$ cat src/rtl/intersection_pkg.sv
// Shared types and the round-robin phase scan for the intersection controller.
// Build option: INTERSECTION_PREEMPT_EN (consumed by intersection_ctrl).
package intersection_pkg;

    localparam int unsigned NUM_PHASES = 4;

    typedef enum logic [1:0] {
        PH_PED  = 2'd0,
        PH_UP   = 2'd1,
        PH_DOWN = 2'd2,
        PH_TURN = 2'd3
    } phase_e;

    typedef enum logic [1:0] {
        IDLE  = 2'd0,
        CLEAR = 2'd1,
        GREEN = 2'd2,
        AMBER = 2'd3
    } state_e;

    // First pending phase after cur (cur+1, +2, +3). cur itself is tried last so a
    // lone request for the resting phase out of IDLE is still served.
    function automatic phase_e next_phase(input logic [NUM_PHASES-1:0] pend,
                                          input phase_e                cur);
        phase_e     res;
        logic       found;
        logic [1:0] idx;
        res   = cur;
        found = 1'b0;
        for (int unsigned k = 1; k <= NUM_PHASES; k++) begin
            idx = cur + 2'(k);
            if (!found && pend[idx]) begin
                res   = phase_e'(idx);
                found = 1'b1;
            end
        end
        return res;
    endfunction

endpackage

$ cat src/rtl/intersection_ctrl_phase_timer.sv
// Loadable down-counter used for amber and all-red clearance intervals.
// Ports: clock, reset (async active-low), i_load/i_load_val load the count,
//        o_done_c is high while the count is zero.
module phase_timer #(
    parameter int unsigned W = 2
) (
    input  logic         clock,
    input  logic         reset,
    input  logic         i_load,
    input  logic [W-1:0] i_load_val,
    output logic         o_done_c
);

    logic [W-1:0] r_cnt;

    // Load wins; otherwise count down and stick at zero.
    always_ff @(posedge clock or negedge reset) begin
        if (!reset) begin
            r_cnt <= '0;
        end else if (i_load) begin
            r_cnt <= i_load_val;
        end else if (r_cnt != '0) begin
            r_cnt <= r_cnt - W'(1);
        end
    end

    assign o_done_c = (r_cnt == '0);

endmodule

$ cat src/rtl/intersection_ctrl.sv
// Four-phase intersection signal controller: latches requests, grants one green at
// a time round-robin, and sequences every change through amber then all-red.
// Ports: clock, reset (async active-low); ped/up/down/turn_req request inputs;
//        pedestrian/up/down/turn_green, amber[3:0] (bit = phase), cur_phase.
// Build option: INTERSECTION_PREEMPT_EN adds input preempt (emergency override to UP).
module intersection_ctrl
    import intersection_pkg::*;
#(
    parameter int unsigned MIN_GREEN  = 4,
    parameter int unsigned MAX_GREEN  = 12,
    parameter int unsigned AMBER_TIME = 3,
    parameter int unsigned CLEAR_TIME = 2
) (
    input  logic       clock,
    input  logic       reset,
    input  logic       ped_req,
    input  logic       up_req,
    input  logic       down_req,
    input  logic       turn_req,
`ifdef INTERSECTION_PREEMPT_EN
    input  logic       preempt,
`endif
    output logic       pedestrian_green,
    output logic       up_green,
    output logic       down_green,
    output logic       turn_green,
    output logic [3:0] amber,
    output logic [1:0] cur_phase
);

    localparam int unsigned GW   = $clog2(MAX_GREEN + 1);
    localparam int unsigned TMAX = (AMBER_TIME > CLEAR_TIME) ? AMBER_TIME : CLEAR_TIME;
    localparam int unsigned TW   = $clog2(TMAX + 1);

    state_e          r_state, w_state_nxt;
    phase_e          r_cur_phase, w_phase_nxt;
    phase_e          r_next, w_next_nxt, w_next_eff;
    logic [3:0]      r_pend, w_pend_nxt;
    logic [3:0]      w_req, w_green_mask, w_clr_mask;
    logic [3:0]      r_green, r_amber;
    logic [GW-1:0]   r_green_cnt;
    logic            w_other_pend;
    logic            w_enter_green;
    logic            w_tmr_load, w_tmr_done;
    logic [TW-1:0]   w_tmr_val;
    logic            w_pre;

`ifdef INTERSECTION_PREEMPT_EN
    assign w_pre = preempt;
`else
    assign w_pre = 1'b0;
`endif

    assign w_req        = {turn_req, down_req, up_req, ped_req};
    assign w_green_mask = (r_state == GREEN) ? (4'(1) << r_cur_phase) : 4'b0;
    assign w_other_pend = |(r_pend & ~(4'(1) << r_cur_phase));
    // Preemption redirects the latched target to UP while it is asserted.
    assign w_next_eff   = w_pre ? PH_UP : r_next;

    phase_timer #(.W(TW)) u_timer (
        .clock      (clock),
        .reset      (reset),
        .i_load     (w_tmr_load),
        .i_load_val (w_tmr_val),
        .o_done_c   (w_tmr_done)
    );

    // Next-state, next-target and timer control.
    always_comb begin
        w_state_nxt   = r_state;
        w_phase_nxt   = r_cur_phase;
        w_next_nxt    = r_next;
        w_tmr_load    = 1'b0;
        w_tmr_val     = '0;
        w_enter_green = 1'b0;
        case (r_state)
            IDLE: begin
                if ((|(r_pend | w_req)) || w_pre) begin
                    w_state_nxt = CLEAR;
                    w_next_nxt  = w_pre ? PH_UP : next_phase(r_pend | w_req, r_cur_phase);
                    w_tmr_load  = 1'b1;
                    w_tmr_val   = TW'(CLEAR_TIME - 1);
                end
            end
            CLEAR: begin
                if (w_pre) w_next_nxt = PH_UP;
                if (w_tmr_done) begin
                    w_state_nxt   = GREEN;
                    w_phase_nxt   = w_next_eff;
                    w_enter_green = 1'b1;
                end
            end
            GREEN: begin
                if (w_pre) begin
                    // Cut any non-UP green at once; UP is held for the duration.
                    if (r_cur_phase != PH_UP) begin
                        w_state_nxt = AMBER;
                        w_next_nxt  = PH_UP;
                        w_tmr_load  = 1'b1;
                        w_tmr_val   = TW'(AMBER_TIME - 1);
                    end
                end else if (w_other_pend && (r_green_cnt >= GW'(MIN_GREEN)) &&
                             (!w_req[r_cur_phase] || (r_green_cnt >= GW'(MAX_GREEN)))) begin
                    w_state_nxt = AMBER;
                    w_next_nxt  = next_phase(r_pend, r_cur_phase);
                    w_tmr_load  = 1'b1;
                    w_tmr_val   = TW'(AMBER_TIME - 1);
                end
            end
            AMBER: begin
                if (w_pre) w_next_nxt = PH_UP;
                if (w_tmr_done) begin
                    w_state_nxt = CLEAR;
                    w_tmr_load  = 1'b1;
                    w_tmr_val   = TW'(CLEAR_TIME - 1);
                end
            end
            default: w_state_nxt = IDLE;
        endcase
    end

    // Requests for the green phase are presence only; grant clears beat new sets.
    assign w_clr_mask = w_enter_green ? (4'(1) << w_phase_nxt) : 4'b0;
    assign w_pend_nxt = (r_pend | (w_req & ~w_green_mask)) & ~w_clr_mask;

    // State, pending, green counter and registered lamp outputs.
    always_ff @(posedge clock or negedge reset) begin
        if (!reset) begin
            r_state     <= IDLE;
            r_cur_phase <= PH_TURN;
            r_next      <= PH_PED;
            r_pend      <= '0;
            r_green_cnt <= '0;
            r_green     <= '0;
            r_amber     <= '0;
        end else begin
            r_state     <= w_state_nxt;
            r_cur_phase <= w_phase_nxt;
            r_next      <= w_next_nxt;
            r_pend      <= w_pend_nxt;
            if (w_enter_green) begin
                r_green_cnt <= GW'(1);
            end else if ((r_state == GREEN) && (r_green_cnt < GW'(MAX_GREEN))) begin
                r_green_cnt <= r_green_cnt + GW'(1);
            end
            r_green <= (w_state_nxt == GREEN) ? (4'(1) << w_phase_nxt) : 4'b0;
            r_amber <= (w_state_nxt == AMBER) ? (4'(1) << w_phase_nxt) : 4'b0;
        end
    end

    assign pedestrian_green = r_green[PH_PED];
    assign up_green         = r_green[PH_UP];
    assign down_green       = r_green[PH_DOWN];
    assign turn_green       = r_green[PH_TURN];
    assign amber            = r_amber;
    assign cur_phase        = r_cur_phase;

endmodule

$ cat config.mk
export PLATFORM = sky130hd
export DESIGN_NAME = intersection_ctrl
export DESIGN_NICKNAME = d
export VERILOG_FILES = /design/src/rtl/intersection_pkg.sv /design/src/rtl/intersection_ctrl_phase_timer.sv /design/src/rtl/intersection_ctrl.sv
export SDC_FILE = /design/constraint.sdc
export NUM_CORES = 1
export LEC_CHECK = 0
export CAP_MARGIN = 10
export CORE_ASPECT_RATIO = 2
export CORE_MARGIN = 1
export CORE_UTILIZATION = 46
export DETAILED_ROUTE_END_ITERATION = 8
export PLACE_DENSITY = 0.78
export SLEW_MARGIN = 20
export SYNTH_ARGS = -nofsm -noshare
export SYNTH_HDL_FRONTEND = slang
export SYNTH_SLANG_ARGS = --single-unit
$ cat constraint.sdc
create_clock -name clock -period 5.6 [get_ports clock]
set_input_delay 1.12 -clock clock [delete_from_list [all_inputs] [get_ports clock]]
set_output_delay 1.12 -clock clock [all_outputs]
set_load 0.1 [all_outputs]
# Word-level counts from Yosys, hierarchy flattened
# Cells that the tools add are included.
classes:
  n_shift: 2
  addsub: 5
  n_eq_ne: 7
  n_bitwise: 9
  mux: 71
  reduce_logical: 26
  n_lt_le_gt_ge: 7
ops:
  columns: ["op", "count"]
  rows:
  - ["2-bit two-way mux", 19]
  - ["1-bit two-way mux", 33]
  - ["4-bit two-way mux", 6]
  - ["1-bit binary-select mux with 2-bit select", 9]
  - ["4-bit bitwise AND", 3]
  - ["2-bit by 3-bit less-than comparator with 1-bit output, second input constant", 4]
  - ["4-bit NOT", 3]
  - ["1-bit logical AND", 9]
  - ["2-bit equality test, second input constant", 4]
  - ["4-bit bitwise OR", 2]
  - ["2-bit one-hot mux with 4 select lines", 1]
  - ["4-bit OR reduction", 2]
  - ["1-bit by 2-bit left shift with 4-bit output, first input constant", 2]
  - ["1-bit logical NOT", 7]
  - ["2-bit one-hot mux with 3 select lines", 1]
  - ["2-bit nonzero test", 3]
  - ["2-bit adder, second input constant", 2]
  - ["4-bit by 1-bit adder with 4-bit output, second input constant", 1]
  - ["4-bit by 3-bit >= comparator with 1-bit output, second input constant", 1]
  - ["4-bit >= comparator, second input constant", 1]
  - ["2-bit logical NOT", 2]
  - ["4-bit less-than comparator, second input constant", 1]
  - ["2-bit one-hot mux with 2 select lines", 1]
  - ["1-bit one-hot mux with 3 select lines", 1]
  - ["other kinds (9)", 9]
word_totals:
  input_bits: 6
  word_cells: 135
  ff_bits: 24

# Logic depth before layout (Yosys ltp)
logic_depth:
  depth_word: 23
  ltp_mapped: 11

# By module
# A second synthesis with hierarchy kept.
unflattened:
  hier_cells: 173
  area_unflattened_um2: 1616.6
by_module_without_submodules:
  columns: ["mod", "area_each_um2", "cells_per_inst", "seq_area_each_um2", "n_inst"]
  rows:
  - ["intersection_ctrl", 1502.7, 161, 553.0, 1]
  - ["phase_timer", 113.9, 12, 50.0, 1]

# Worst setup path after synthesis
# No wires, ideal clock.
synth_timing:
  path_type: "register -> register"
  startpoint: "reg r_cur_phase[0], in the netlist cur_phase[0]"
  endpoint: "reg r_next[1]"
  required_ps: 5506
  slack_ps: 2471
  arrival_ps: 3035
  stages_incl_launch_ff: 11
  period_less_slack_ps: 3129
  cell_sequence: "dfstp_2 clkbuf_2 buf_2 inv_1 ha_1 clkbuf_1 inv_1 a221o_1 a222oi_1 nor4b_1 a211oi_1"
synth_between:
  elab_chain_len: 21
  elab_cells_between_ends: 72
  cone_classes: "add/sub: 3; eq/ne: 1; shift: 1; mux: 47; bitwise: 2; reduce/logical: 18"
synth_rtl:
  columns: ["item", "line_no", "rtl"]
  rows:
  - ["start: declaration", "intersection_ctrl.sv:36", "phase_e r_cur_phase, w_phase_nxt;"]
  - ["start signal: assignment", "intersection_ctrl.sv:138", "r_cur_phase <= w_phase_nxt;"]
  - ["2-bit by 1-bit adder with 2-bit output", "intersection_pkg.sv:31", "idx = cur + 2'(k);"]
  - ["1-bit binary-select mux with 2-bit select", "intersection_pkg.sv:32", "if (!found && pend[idx]) begin"]
  - ["1-bit two-way mux (not written as such)", "intersection_pkg.sv:32", null]
  - ["1-bit two-way mux", "intersection_pkg.sv:32", null]
  - ["1-bit two-way mux, on equally long branches", "intersection_ctrl.sv:102, intersection_ctrl.sv:78", null]
  - ["1-bit two-way mux", "intersection_ctrl.sv:76", "case (r_state)"]
  - ["1-bit logical NOT", "intersection_pkg.sv:32", null]
  - ["1-bit logical AND", "intersection_pkg.sv:32", null]
  - ["(+5 left out)", null, null]
  - ["1-bit two-way mux", "intersection_pkg.sv:32", null]
  - ["1-bit two-way mux, on equally long branches", "intersection_ctrl.sv:102, intersection_ctrl.sv:78", null]
  - ["1-bit two-way mux", "intersection_ctrl.sv:76", null]
  - ["1-bit logical NOT", "intersection_pkg.sv:32", null]
  - ["1-bit logical AND", "intersection_pkg.sv:32", null]
  - ["2-bit two-way mux", "intersection_pkg.sv:32", null]
  - ["2-bit two-way mux, on equally long branches", "intersection_ctrl.sv:102, intersection_ctrl.sv:78", null]
  - ["2-bit one-hot mux with 2 select lines", "intersection_ctrl.sv:76", null]
  - ["end signal: assignment", "intersection_ctrl.sv:139", "r_next <= w_next_nxt;"]
  - ["end: declaration", "intersection_ctrl.sv:37", "phase_e r_next, w_next_nxt, w_next_eff;"]
# Several ways; a longest one is shown, not always the timed one. The select of a mux whose other input is x is not followed.
# A chain may end at the register's enable or synchronous reset.

# Final worst setup path
layout_timing:
  startpoint: "reg r_cur_phase[0], in the netlist cur_phase[0]"
  endpoint: "out cur_phase[0]"
layout_rtl:
  columns: ["item", "line_no", "rtl"]
  rows:
  - ["end: declaration", "intersection_ctrl.sv:28", "output logic [1:0] cur_phase"]
# No word-level cell between the ends.

==> flow_summary.yaml <==
outcome:
  status: "finished, final reports clean"
yosys:
  synth_nets: 188
  synth-edff-count: 0
  netlist_area_sq_um: 1550
  synth_compound_area_frac: 0.233
  synthCells: 176
  yosys_warnings: 0
  synth-xor-area-share: 0.00565
  synth_adder_area_share: 0.0557
  muxShareOfSynthArea: 0.0638
  synth_seq_cells: 24
  synthArstFlopShare: 1.00
  synth-simple-area-share: 0.197
  synth_cell_types: 47
  yosysSeqAreaShare: 0.389
  syn_avg_cell_area_sq_um: 8.80
  synth_top_family_by_area: "compound AO/OA/AOI/OAI gates"
  synth-main-ff-cell: "dfrtp_1"
clock_network:
  cts_made_buffers: 3
  clock-sinks: 24
  clk_pin_slew_ns: 0.09
  cts_buffer_depth: 2
  cts_htree_levels: 1
  cts-resized-gates: 0
  post_cts.repair.setup_buffers: 0
  insertion_delay_ns: 0.26
  cts_hold_buf: 0
  cts-root-buf: "clkbuf_8"
  tritoncts: "done"
sta:
  slew_viol_final: 0
  fin_skew_ns: 0.00841
  timing.final.crit_share: 0.600
  hold_viol_final: 0
  rsz0062_at_grt: "no"
  tightestPinTransition_ns: 0.981
  whs_ns: 0.569
  fmaxAchievable_mhz: 298
  tns_ns: 0
  max_slew_margin: 0.344
  setup_viol: 0
  period_minus_slack_ns: 3.36
floorplanning:
  die_h_um: 84.1
  chipWidth_um: 43.0
  io_pins: 16
  initial_core_util: 0.485
  die_area_sq_um: 3620
  fp.coreArea_sq_um: 3190
  rows: 29
hold_path:
  timing.hold.worst.class: "register to register"
  min_from: "r_state[1]"
  min_to: "r_state[1]"
  hold_path_depth: 2
drt:
  viasPerCell: 6.43
  first_iter_violations: 37
  routed_wl_um: 3870
  antenna_left: 0
  detailedRoute.firstPassIterationCount: 4
  drt_drc_violations_left: 0
  wl_per_cell_um: 17.7
  vias: 1408
worst_setup_path:
  critPathBufInv: 1
  r2r_cells: 8
  worstReg2RegStart: "cur_phase[0]"
  crit_fanout: 19
  cp.depth: 1
  crit_family: "buffers and inverters"
  cpMaxStageDelayCell: "clkdlybuf4s50_1"
  cp.arrival_ns: 2.24
  r2r_slack_ns: 2.61
  max_stage_delay_ns: 1.20
  cp-end-kind: "primary output"
  required_ns: 4.48
  cp-start-kind: "register"
  timing_worst_setup_path_type: "register to primary output"
  cp_cell_sequence: "clkdlybuf4s50_1"
  timing.rr.end: "r_next[0]"
global_routing:
  grt_use_total: 0.233
  grt-ovfl-total: 0
  grt_pass1_vias: 1435
  antenna_found_initial: 0
  grt_max_degree: 25
  grt_first_pass_wirelength_um: 6640
final_layout:
  mostFrequentLayoutCell: "nor2_1"
  finalNetCount: 201
  nFillCells: 270
  syn2layout_area_growth_pct: 14.2
  multi_input_area_sq_um: 862
  final_cell_mix: "nor2_1, dfrtp_1, nand2_1, o21ai_0, clkdlybuf4s50_1"
  drive_above_1_share: 0.0957
  antenna-diode-count: 0
  ff_latch_area_sq_um: 603
placed_design:
  io_buffers: 15
  gp_congestion: 0.930
  hpwlAfterDp_um: 2850
flow_run:
  max_cap_viol_count: 0
==> through the flow <==
| step | std cells | cell area (sq um) | setup WS (ns) | utilization |
|---|---|---|---|---|
| 2_1_floorplan | 176 | 1550 | 2.47 | - |
| 3_3_place_gp | 215 | 1700 | 2.54 | 0.533 |
| 3_5_place_dp | 215 | 1700 | 2.50 | 0.533 |
| 4_1_cts | 219 | 1770 | 2.25 | 0.555 |
| 5_1_grt | 219 | 1770 | 2.18 | 0.554 |
| 6_report | 219 | 1770 | 2.24 | 0.554 |
==> worst max-delay path by stage <==
| stage | slack [ns] | from | endpoint |
|---|---|---|---|
| 3_3_place_gp | 2.54 | ped_req | u_timer.r_cnt[0] |
| 4_1_cts | 2.25 | cur_phase[0] | cur_phase[0] |
| 3_5_place_dp | 2.50 | ped_req | u_timer.r_cnt[0] |
| 2_1_floorplan | 2.47 | cur_phase[0] | r_next[1] |
| 6_report | 2.24 | cur_phase[0] | cur_phase[0] |
| 5_1_grt | 2.18 | cur_phase[0] | cur_phase[0] |
==> Yosys cell counts (2+ instances only) <==
library cell  number  area share
o211ai_1           2      0.0097
nor2b_1            2      0.0081
or3_1              2      0.0081
nand2_1           20       0.048
and2_1             2      0.0081
a41oi_1            2       0.011
o21ai_0           14       0.045
a31oi_1            2      0.0081
mux2i_1            2       0.013
dfrtp_1           22        0.36
o221a_2            2       0.015
nand4_1            2      0.0081
nor2_1            25       0.061
inv_1             13       0.032
mux4_2             3       0.044
a21oi_1           13       0.042
clkbuf_1           3      0.0073
nor3_1             6       0.019
buf_2              2      0.0065
o22ai_1            2      0.0081
a221o_1            3       0.019
dfstp_2            2       0.034
ha_1               6       0.048
==> registers in the layout, summed over array words and instances (netlist names) <==
| signal | count |
|---|---|
| cur_phase | 2 |
| r_green_cnt | 4 |
| r_state | 2 |
| amber | 4 |
| r_pend | 4 |
| r_green | 4 |
| r_next | 2 |
| u_timer.r_cnt | 2 |
==> cells by family (layout without fill, tap and decap cells) <==
| logic type | Yosys count | count (layout) |
|---|---|---|
| AOI/OAI and AO/OA | 52 | 52 |
| xor gates and xnor gates | 1 | 1 |
| adders and majority gates | 7 | 7 |
| buffers and inverters | 20 | 32 |
| DFF | 24 | 24 |
| muxes | 6 | 6 |
| and+or+nand+nor | 66 | 66 |
==> metal layers <==
layer,track usage,vias to the layer above,part of all wire
met2,0.409,64,0.53
li1,-,662,-
met1,0.273,668,0.39
met5,0,-,0
met3,0.0216,14,0.040
met4,0.110,0,0.035
==> layout make-up <==
class                      instances  share of cell area
multi-input combinational        132               0.487
sequential                        24               0.341
timing repair buffer              15              0.0820
inverter                          13              0.0276
clock buffer                       3              0.0233
tap                               31              0.0219
clock inverter                     1              0.0170
Power is left out: the tool's default activity adds up to more than one toggle a clock period on the data nets, which glitch-free logic cannot reach.
